File: src/rtl/writeback.sv
// Writeback stage: issues data-memory loads/stores over a req/ack handshake,
// aligns and extends load data, and writes results to the register file.
//
// Handshake: a request (dmem_rreq / dmem_wreq) and its address/data are raised
// together and held unchanged until the matching response (dmem_rvalid /
// dmem_wack) is seen on a rising edge. The request drops on that same edge.
// A response with no request outstanding is ignored. If no response arrives
// within TIMEOUT cycles, the request is withdrawn and bus_err pulses.
module writeback #(
  parameter int TIMEOUT = 16,
  parameter int CNT_W   = 5
) (
  input  logic        clk,
  input  logic        reset,
  input  logic [31:0] wb_result,
  input  logic        wb_memwr,
  input  logic        wb_alu2reg,
  input  logic        wb_mem2reg,
  input  logic [4:0]  wb_dst_sel,
  input  logic [1:0]  wb_raddr,
  input  logic [2:0]  wb_aluop,
  input  logic [31:0] wb_waddr,
  input  logic [3:0]  wb_wstrb,
  input  logic [31:0] wb_wdata,
  output logic        wb_stall,
  output logic        dmem_rreq,
  output logic [31:0] dmem_raddr,
  input  logic        dmem_rvalid,
  input  logic [31:0] dmem_rdata,
  output logic        dmem_wreq,
  output logic [31:0] dmem_waddr,
  output logic [3:0]  dmem_wstrb,
  output logic [31:0] dmem_wdata,
  input  logic        dmem_wack,
  output logic        reg_we,
  output logic [4:0]  reg_waddr,
  output logic [31:0] reg_wdata,
  output logic        misalign_err,
  output logic        bus_err,
  output logic [1:0]  state_dbg
);

  typedef enum logic [1:0] {
    IDLE = 2'd0,
    RD   = 2'd1,
    WR   = 2'd2
  } state_t;

  localparam bit              TO_EN   = (TIMEOUT > 0);
  localparam logic [CNT_W-1:0] TO_LAST = CNT_W'((TIMEOUT > 0) ? (TIMEOUT - 1) : 0);

  state_t           state;
  state_t           state_nxt;
  logic [CNT_W-1:0] to_cnt;
  logic [4:0]       ld_dst;
  logic [2:0]       ld_op;
  logic [1:0]       ld_lane;
  logic             ld_misaligned;
  logic             expire;

  // Select and extend the addressed byte/half; funct3 3, 6 and 7 behave as LW.
  function automatic logic [31:0] extract(input logic [2:0] op,
                                          input logic [1:0] lane,
                                          input logic [31:0] w);
    logic [7:0]  b;
    logic [15:0] h;
    logic [31:0] r;
    b = w[{lane, 3'b000} +: 8];
    h = lane[1] ? w[31:16] : w[15:0];
    case (op)
      3'd0:    r = {{24{b[7]}}, b};
      3'd4:    r = {24'd0, b};
      3'd1:    r = {{16{h[15]}}, h};
      3'd5:    r = {16'd0, h};
      default: r = w;
    endcase
    return r;
  endfunction

  // Halfword loads need an even lane, word loads (incl. aliases) lane 0.
  assign ld_misaligned = ((wb_aluop[1:0] == 2'b01) && wb_raddr[0]) ||
                         (wb_aluop[1] && (wb_raddr != 2'b00));

  assign expire    = TO_EN && (to_cnt == TO_LAST);
  assign wb_stall  = (state != IDLE);
  assign state_dbg = state;

  // State register.
  always_ff @(posedge clk or posedge reset) begin
    if (reset) state <= IDLE;
    else       state <= state_nxt;
  end

  // Next-state decode.
  always_comb begin
    state_nxt = state;
    case (state)
      IDLE: begin
        if (wb_mem2reg) begin
          if (!ld_misaligned) state_nxt = RD;
        end else if (wb_memwr) begin
          state_nxt = WR;
        end
      end
      RD:      if (dmem_rvalid || expire) state_nxt = IDLE;
      WR:      if (dmem_wack || expire)   state_nxt = IDLE;
      default: state_nxt = IDLE;
    endcase
  end

  // Timeout counter: zero while idle, so it starts from 0 on entry to RD/WR.
  always_ff @(posedge clk or posedge reset) begin
    if (reset)              to_cnt <= '0;
    else if (state == IDLE) to_cnt <= '0;
    else                    to_cnt <= to_cnt + CNT_W'(1);
  end

  // Registered memory-interface, register-file and error outputs.
  always_ff @(posedge clk or posedge reset) begin
    if (reset) begin
      dmem_rreq    <= 1'b0;
      dmem_raddr   <= '0;
      dmem_wreq    <= 1'b0;
      dmem_waddr   <= '0;
      dmem_wstrb   <= '0;
      dmem_wdata   <= '0;
      reg_we       <= 1'b0;
      reg_waddr    <= '0;
      reg_wdata    <= '0;
      misalign_err <= 1'b0;
      bus_err      <= 1'b0;
      ld_dst       <= '0;
      ld_op        <= '0;
      ld_lane      <= '0;
    end else begin
      reg_we       <= 1'b0;
      misalign_err <= 1'b0;
      bus_err      <= 1'b0;
      case (state)
        IDLE: begin
          if (wb_mem2reg) begin
            if (ld_misaligned) begin
              misalign_err <= 1'b1;
            end else begin
              ld_dst     <= wb_dst_sel;
              ld_op      <= wb_aluop;
              ld_lane    <= wb_raddr;
              dmem_raddr <= {wb_result[31:2], 2'b00};
              dmem_rreq  <= 1'b1;
            end
          end else if (wb_memwr) begin
            dmem_waddr <= wb_waddr;
            dmem_wstrb <= wb_wstrb;
            dmem_wdata <= wb_wdata;
            dmem_wreq  <= 1'b1;
          end else if (wb_alu2reg) begin
            reg_we    <= (wb_dst_sel != 5'd0);
            reg_waddr <= wb_dst_sel;
            reg_wdata <= wb_result;
          end
        end
        RD: begin
          if (dmem_rvalid) begin
            dmem_rreq <= 1'b0;
            reg_we    <= (ld_dst != 5'd0);
            reg_waddr <= ld_dst;
            reg_wdata <= extract(ld_op, ld_lane, dmem_rdata);
          end else if (expire) begin
            dmem_rreq <= 1'b0;
            bus_err   <= 1'b1;
          end
        end
        WR: begin
          if (dmem_wack) begin
            dmem_wreq <= 1'b0;
          end else if (expire) begin
            dmem_wreq <= 1'b0;
            bus_err   <= 1'b1;
          end
        end
        default: ;
      endcase
    end
  end

endmodule

File: config.mk
export PLATFORM = sky130hd
export DESIGN_NAME = writeback
export DESIGN_NICKNAME = d
export VERILOG_FILES = /design/src/rtl/writeback.sv
export SDC_FILE = /design/constraint.sdc
export NUM_CORES = 1
export LEC_CHECK = 0
export ABC_AREA = 1
export CAP_MARGIN = 10
export CORE_ASPECT_RATIO = 1.2
export CORE_MARGIN = 4
export CORE_UTILIZATION = 47
export DETAILED_ROUTE_END_ITERATION = 8
export GPL_ROUTABILITY_DRIVEN = 0
export GPL_TIMING_DRIVEN = 0
export PLACE_DENSITY = 0.95
export SYNTH_ARGS = -nofsm -noshare
export SYNTH_HDL_FRONTEND = slang
export SYNTH_SLANG_ARGS = --single-unit
File: constraint.sdc
create_clock -name clk -period 12.58 [get_ports clk]
set_clock_uncertainty 0.05 [all_clocks]
set_input_delay 3.145 -clock clk [delete_from_list [all_inputs] [get_ports clk]]
set_output_delay 3.145 -clock clk [all_outputs]
set_load 0.01 [all_outputs]
### Word-level counts from Yosys, hierarchy flattened

Cells that the tools add are included.

| storage, ports and cells | value |
|---|---|
| bits of input ports | 149 |
| flip-flop bits (word level) | 157 |
| output and inout bits | 145 |
| word-level logic and storage cells | 99 |

| cells by class | value |
|---|---|
| shift operators | 1 |
| bitwise gates (word level) | 2 |
| equal/unequal tests | 20 |
| reduce and logical (&&, ||, !) cells | 19 |
| $add $sub $neg | 1 |
| muxes and demuxes | 40 |

Operator list:

| kind | count |
|---|---|
| $mux 32 | 4 |
| $pmux 32 s4 | 1 |
| $pmux 32 s2 | 1 |
| $shiftx 32x6->8 | 1 |
| $mux 5 | 5 |
| $ne 2x2->1 const B | 9 |
| $mux 1 | 17 |
| $mux 16 | 1 |
| $ne 3x3->1 const B | 4 |
| $reduce_and 4->1 | 3 |
| $mux 2 | 5 |
| $pmux 5 s2 | 1 |
| $reduce_bool 5->1 | 2 |
| $pmux 1 s2 | 4 |
| $reduce_bool 2->1 | 4 |
| $eq 3x3->1 const B | 2 |
| $pmux 2 s3 | 1 |
| $reduce_and 3->1 | 2 |
| $add 5x1->5 const B | 1 |
| $eq 5x4->1 const B | 1 |
| $reduce_and 5->1 | 1 |
| $eq 2x1->1 const B | 2 |
| $eq 3x1->1 const B | 1 |
| $logic_not 3->1 | 1 |
| 5 further kinds | 9 |

### Longest topological paths before layout

| logic depth | value |
|---|---|
| depth in word-level cells | 6 |
| depth in mapped cells | 11 |
| mapped depth without buffers | 9 |

### Worst setup path after synthesis

No wires, ideal clock.

| timing | value |
|---|---|
| path kind | input port to flip-flop |
| start point | input port wb_raddr[0] |
| end point | register dmem_raddr[13] |
| setup time | 0.133 ns |
| arrival | 3.950 ns |
| buffers on the path | 2 |
| path slack | 8.447 ns |
| stages | 8 |
| cells stage by stage | o21ai_1 o21ai_2 nor2_4 inv_2 buf_6 buf_6 nand2_1 o21ai_0 |

| on the way | value |
|---|---|
| longest elaborated chain between the ends | 5 |
| elaborated cells on any way between the ends | 6 |

Ends and longest elaborated chain:

| what | line | text |
|---|---|---|
| start, declared | 20 | `input logic [1:0] wb_raddr,` |
| $reduce_bool 2->1 | 82 | `(wb_aluop[1] && (wb_raddr != 2'b00));` |
| $logic_and 1x1->1 | 82 |  |
| $logic_or 1x1->1 * | 81 | `assign ld_misaligned = ((wb_aluop[1:0] == 2'b01) && wb_raddr[0]) \|\|` |
| $not 1->1 (no source line) * | n/a |  |
| $reduce_and 3->1 (no source line) * | n/a |  |
| end signal, assigned | 148 | `dmem_raddr <= {wb_result[31:2], 2'b00};` |
| end, declared | 27 | `output logic [31:0] dmem_raddr,` |

Mark *: on every way between the ends. The rest lies on a longest branch, timed or not.
A chain may end at the register's enable or synchronous reset.

### Worst setup path after layout

| timing | value |
|---|---|
| start point | register state[0] (netlist: state_dbg[0]) |
| end point | output port wb_stall |

| on the way | value |
|---|---|
| longest elaborated chain between the ends | 1 |

Ends and longest elaborated chain:

| what | line | text |
|---|---|---|
| start, declared | 52 | `state_t state;` |
| start signal, assigned | 91 | `else state <= state_nxt;` |
| $reduce_bool 2->1 | 85 | `assign wb_stall = (state != IDLE);` |
| end, declared | 25 | `output logic wb_stall,` |

Every way passes these cells.

==> impl_results.md <==
- Worst-Skew Late Latency: approximately 0.42 ns
- Die width: 122 um
- Top-count cell post-synth: nand2_1
- Mapped cell area: 7330 um2
- Run status: complete, no violations
- Top-area cell type share of the netlist area: between 50% and 60%
- Post-synth EDFFs: 0
- Worst path slowest cell: clkdlybuf4s50_1
- Peak Freq: 195 MHz
- Post-cts resize count: 0
- Register-to-Register Path Depth: 8
- Setup violators final: 0
- H-tree Lvls: 4
- Core footprint: 15,100 um2
- Yosys cell types: 33
- Detailed Route WL: 26,100 um
- Total CTS buffers: 17
- Fin. Hold Viols: 0
- Layout cells sized above 1: 8.12%
- Hold_sp: to_cnt[0]
- Area growth syn-to-layout: 51.8%
- Leak: 5.43 nW
- Final worst path period need: 5.13 ns
- Avg Cell Area, Syn: 7.97 um2
- Vias post-DR: 7,572
- FF-to-FF End: reg_wdata[30]
- Peak supply drop: between 0.0001 and 0.00015 V
- Initial antenna violation count: 0
- Slew Viols, Final: 0
- WP data required: roughly 9.4 ns
- Final nets: between 1,000 and 1,500
- Synth area leader: dfrtp_1
- Worst Path Arrival: 1.94 ns
- FF-to-FF Start: state_dbg[1]
- Reg clk slew, reported paths: 0.06 ns
- DP HPWL: between 15,000 and 20,000 um
- Worst slack, placed: 7.66 ns
- Crit-path cells: inv_1 -> ha_1 -> buf_6 -> inv_4 -> clkdlybuf4s50_1
- Setup slack after layout: approximately 7.4 ns
- Slew of the pin with the lowest slew margin: 0.657 ns
- Hold endpoint: to_cnt[0]
- DR pass1 iterations: 6
- Reg2Reg Setup Slack: 10.48 ns
- PortBufs: 291
- Seq cells post-synth: 157
- Crit. End Element: output pin
- Max-cap check violation count: 0
- RSZ-0062 raised after global routing: no
- Min-delay worst type: flop to flop
- Vias in the first global route: 7,651
- Slew headroom: 56.2%
- TritonCTS clock tree: done
- Die height: between 100 and 150 um
- Pwr per Cell Area: roughly 250 nW/um2
- WS Path Type: flop to output pin
- Largest net degree at the start of global routing: 86
- Total GRT Usage: 29.1%
- Crit start category: flop
- First-pass GRT wire length: 39,500 um
- Most instantiated cells after synthesis: nand2_1 (398), dfrtp_1 (157), a21oi_1 (67)
- Total grt overflow: 0
- Synth Instances: 919
- Worst path max stage delay: 0.57 ns
- Die area: 17,700 um2
- Clock tree sinks: 157
- Hold depth: 1
- Row cnt: 49
- I/O pins: between 200 and 300
- Diode count: 0
- Initial Utilization: between 40% and 50%
- # DRC: 0
- Ys async rst share: 100%
- CP Max Fanout: 8
- Yosys warnings: 0
- Wire per inst: between 15 and 20 um
- Setup TNS: 0 ns
- Setup Buffers After CTS: 0
- Synth area leaders: dfrtp_1 (54%), nand2_1 (20%), a21oi_1 (4.6%), nor2_1 (3.3%), inv_1 (3.2%)
- Sequential share of the synthesized area: 53.6%
- Fin util: between 70% and 80%
- Longest Clk Path Bufs: 2
- Vias/cell: 5.23
- Final Cycle Share: between 40% and 50%
- Root Driver: clkbuf_16
- Post-detailed-route count of antenna-violating nets: 0
- Hold buffers post-CTS: 0
- Top_reg_cell synth: dfrtp_1
- Initial drt markers: 673
## through the flow
stage	total power, W	hold slack, ns	cells	instance area, um2
6_report	0.00279	0.424	1448	11100
5_1_grt	0.00295	0.440	1448	11100
3_5_place_dp	0.00225	0.415	1416	10500
2_1_floorplan	0.00154	0.375	920	7330
4_1_cts	0.00279	0.426	1448	11100
3_3_place_gp	0.00219	0.387	1415	10500
## layer usage
metal  vias up  routed length, um  track usage [%]
met5         -                  0                0
met1      3479               8750             30.8
li1       3479                  -                -
met2       493              12800             50.4
met4         0               1460             17.3
met3       121               3010             9.95
## worst max-delay path: cells and delay by family, from the launching register on
kind | cells | cell delay (ns)
DFF | 1 | 0.40
adders and majority gates | 1 | 0.21
buffers and inverters | 4 | 0.89
## final cells by class
type	instances	area, um2
Clock buffer	21	460
Buffer	50	320
Fill cell	1041	4020
Multi-Input combinational cell	645	2820
Sequential cell	157	3930
Timing Repair Buffer	292	2940
Tap cell	204	255
Clock inverter	11	131
Inverter	68	264
## flip-flops by register name (all words and copies together) (netlist names)
signal        count
dmem_waddr       32
dmem_wdata       32
reg_wdata        32
dmem_raddr       30
ld_dst            5
reg_waddr         5
to_cnt            5
dmem_wstrb        4
ld_op             3
ld_lane           2
state_dbg         2
bus_err           1
dmem_rreq         1
dmem_wreq         1
misalign_err      1
reg_we            1
## power breakdown
part           switching (W)  internal [W]  leakage, nW
logic               0.000725      0.000652         3.20
registers           0.000149      0.000742         1.94
clock network       0.000215      0.000306        0.281
## cells in the final DEF (no fill, tap or decap), drive strengths merged
cell           count
nand2            403
clkdlybuf4s50    291
dfrtp            157
inv               71
nor2              68
a21oi             67
o21ai             51
buf               37
clkbuf            35
nand3             28
o211ai             5
o31ai              5
ha                 5
clkinvlp           3
clkinv             3
or2                2
nor3               2
nor4               2
conb               2
bufinv             2
nand3b             2
nand4              1
a211oi             1
o21bai             1
## worst max path at each step
stage / cells past startpoint / startpoint / endpoint / slack (ns)
2_1_floorplan: 1 / reset / bus_err / 5.15
3_3_place_gp: 2 / reset / dmem_waddr[29] / 3.09
3_5_place_dp: 7 / wb_raddr[0] / dmem_raddr[13] / 7.66
4_1_cts: 5 / state_dbg[0] / wb_stall / 7.43
5_1_grt: 5 / state_dbg[0] / wb_stall / 7.35
6_report: 5 / state_dbg[0] / wb_stall / 7.45
## cell families (layout without fill, tap and decap cells)
group           after synthesis  in the layout  synth area share, %
simple gates                508            508                 27.3
other cells                   1              2               0.0512
compound gates              130            130                 10.2
flops                       157            157                 53.6
fa+ha+maj                     5              5                0.854
buf+inv                     118            442                 7.90
(Power assumes the default switching activity.)
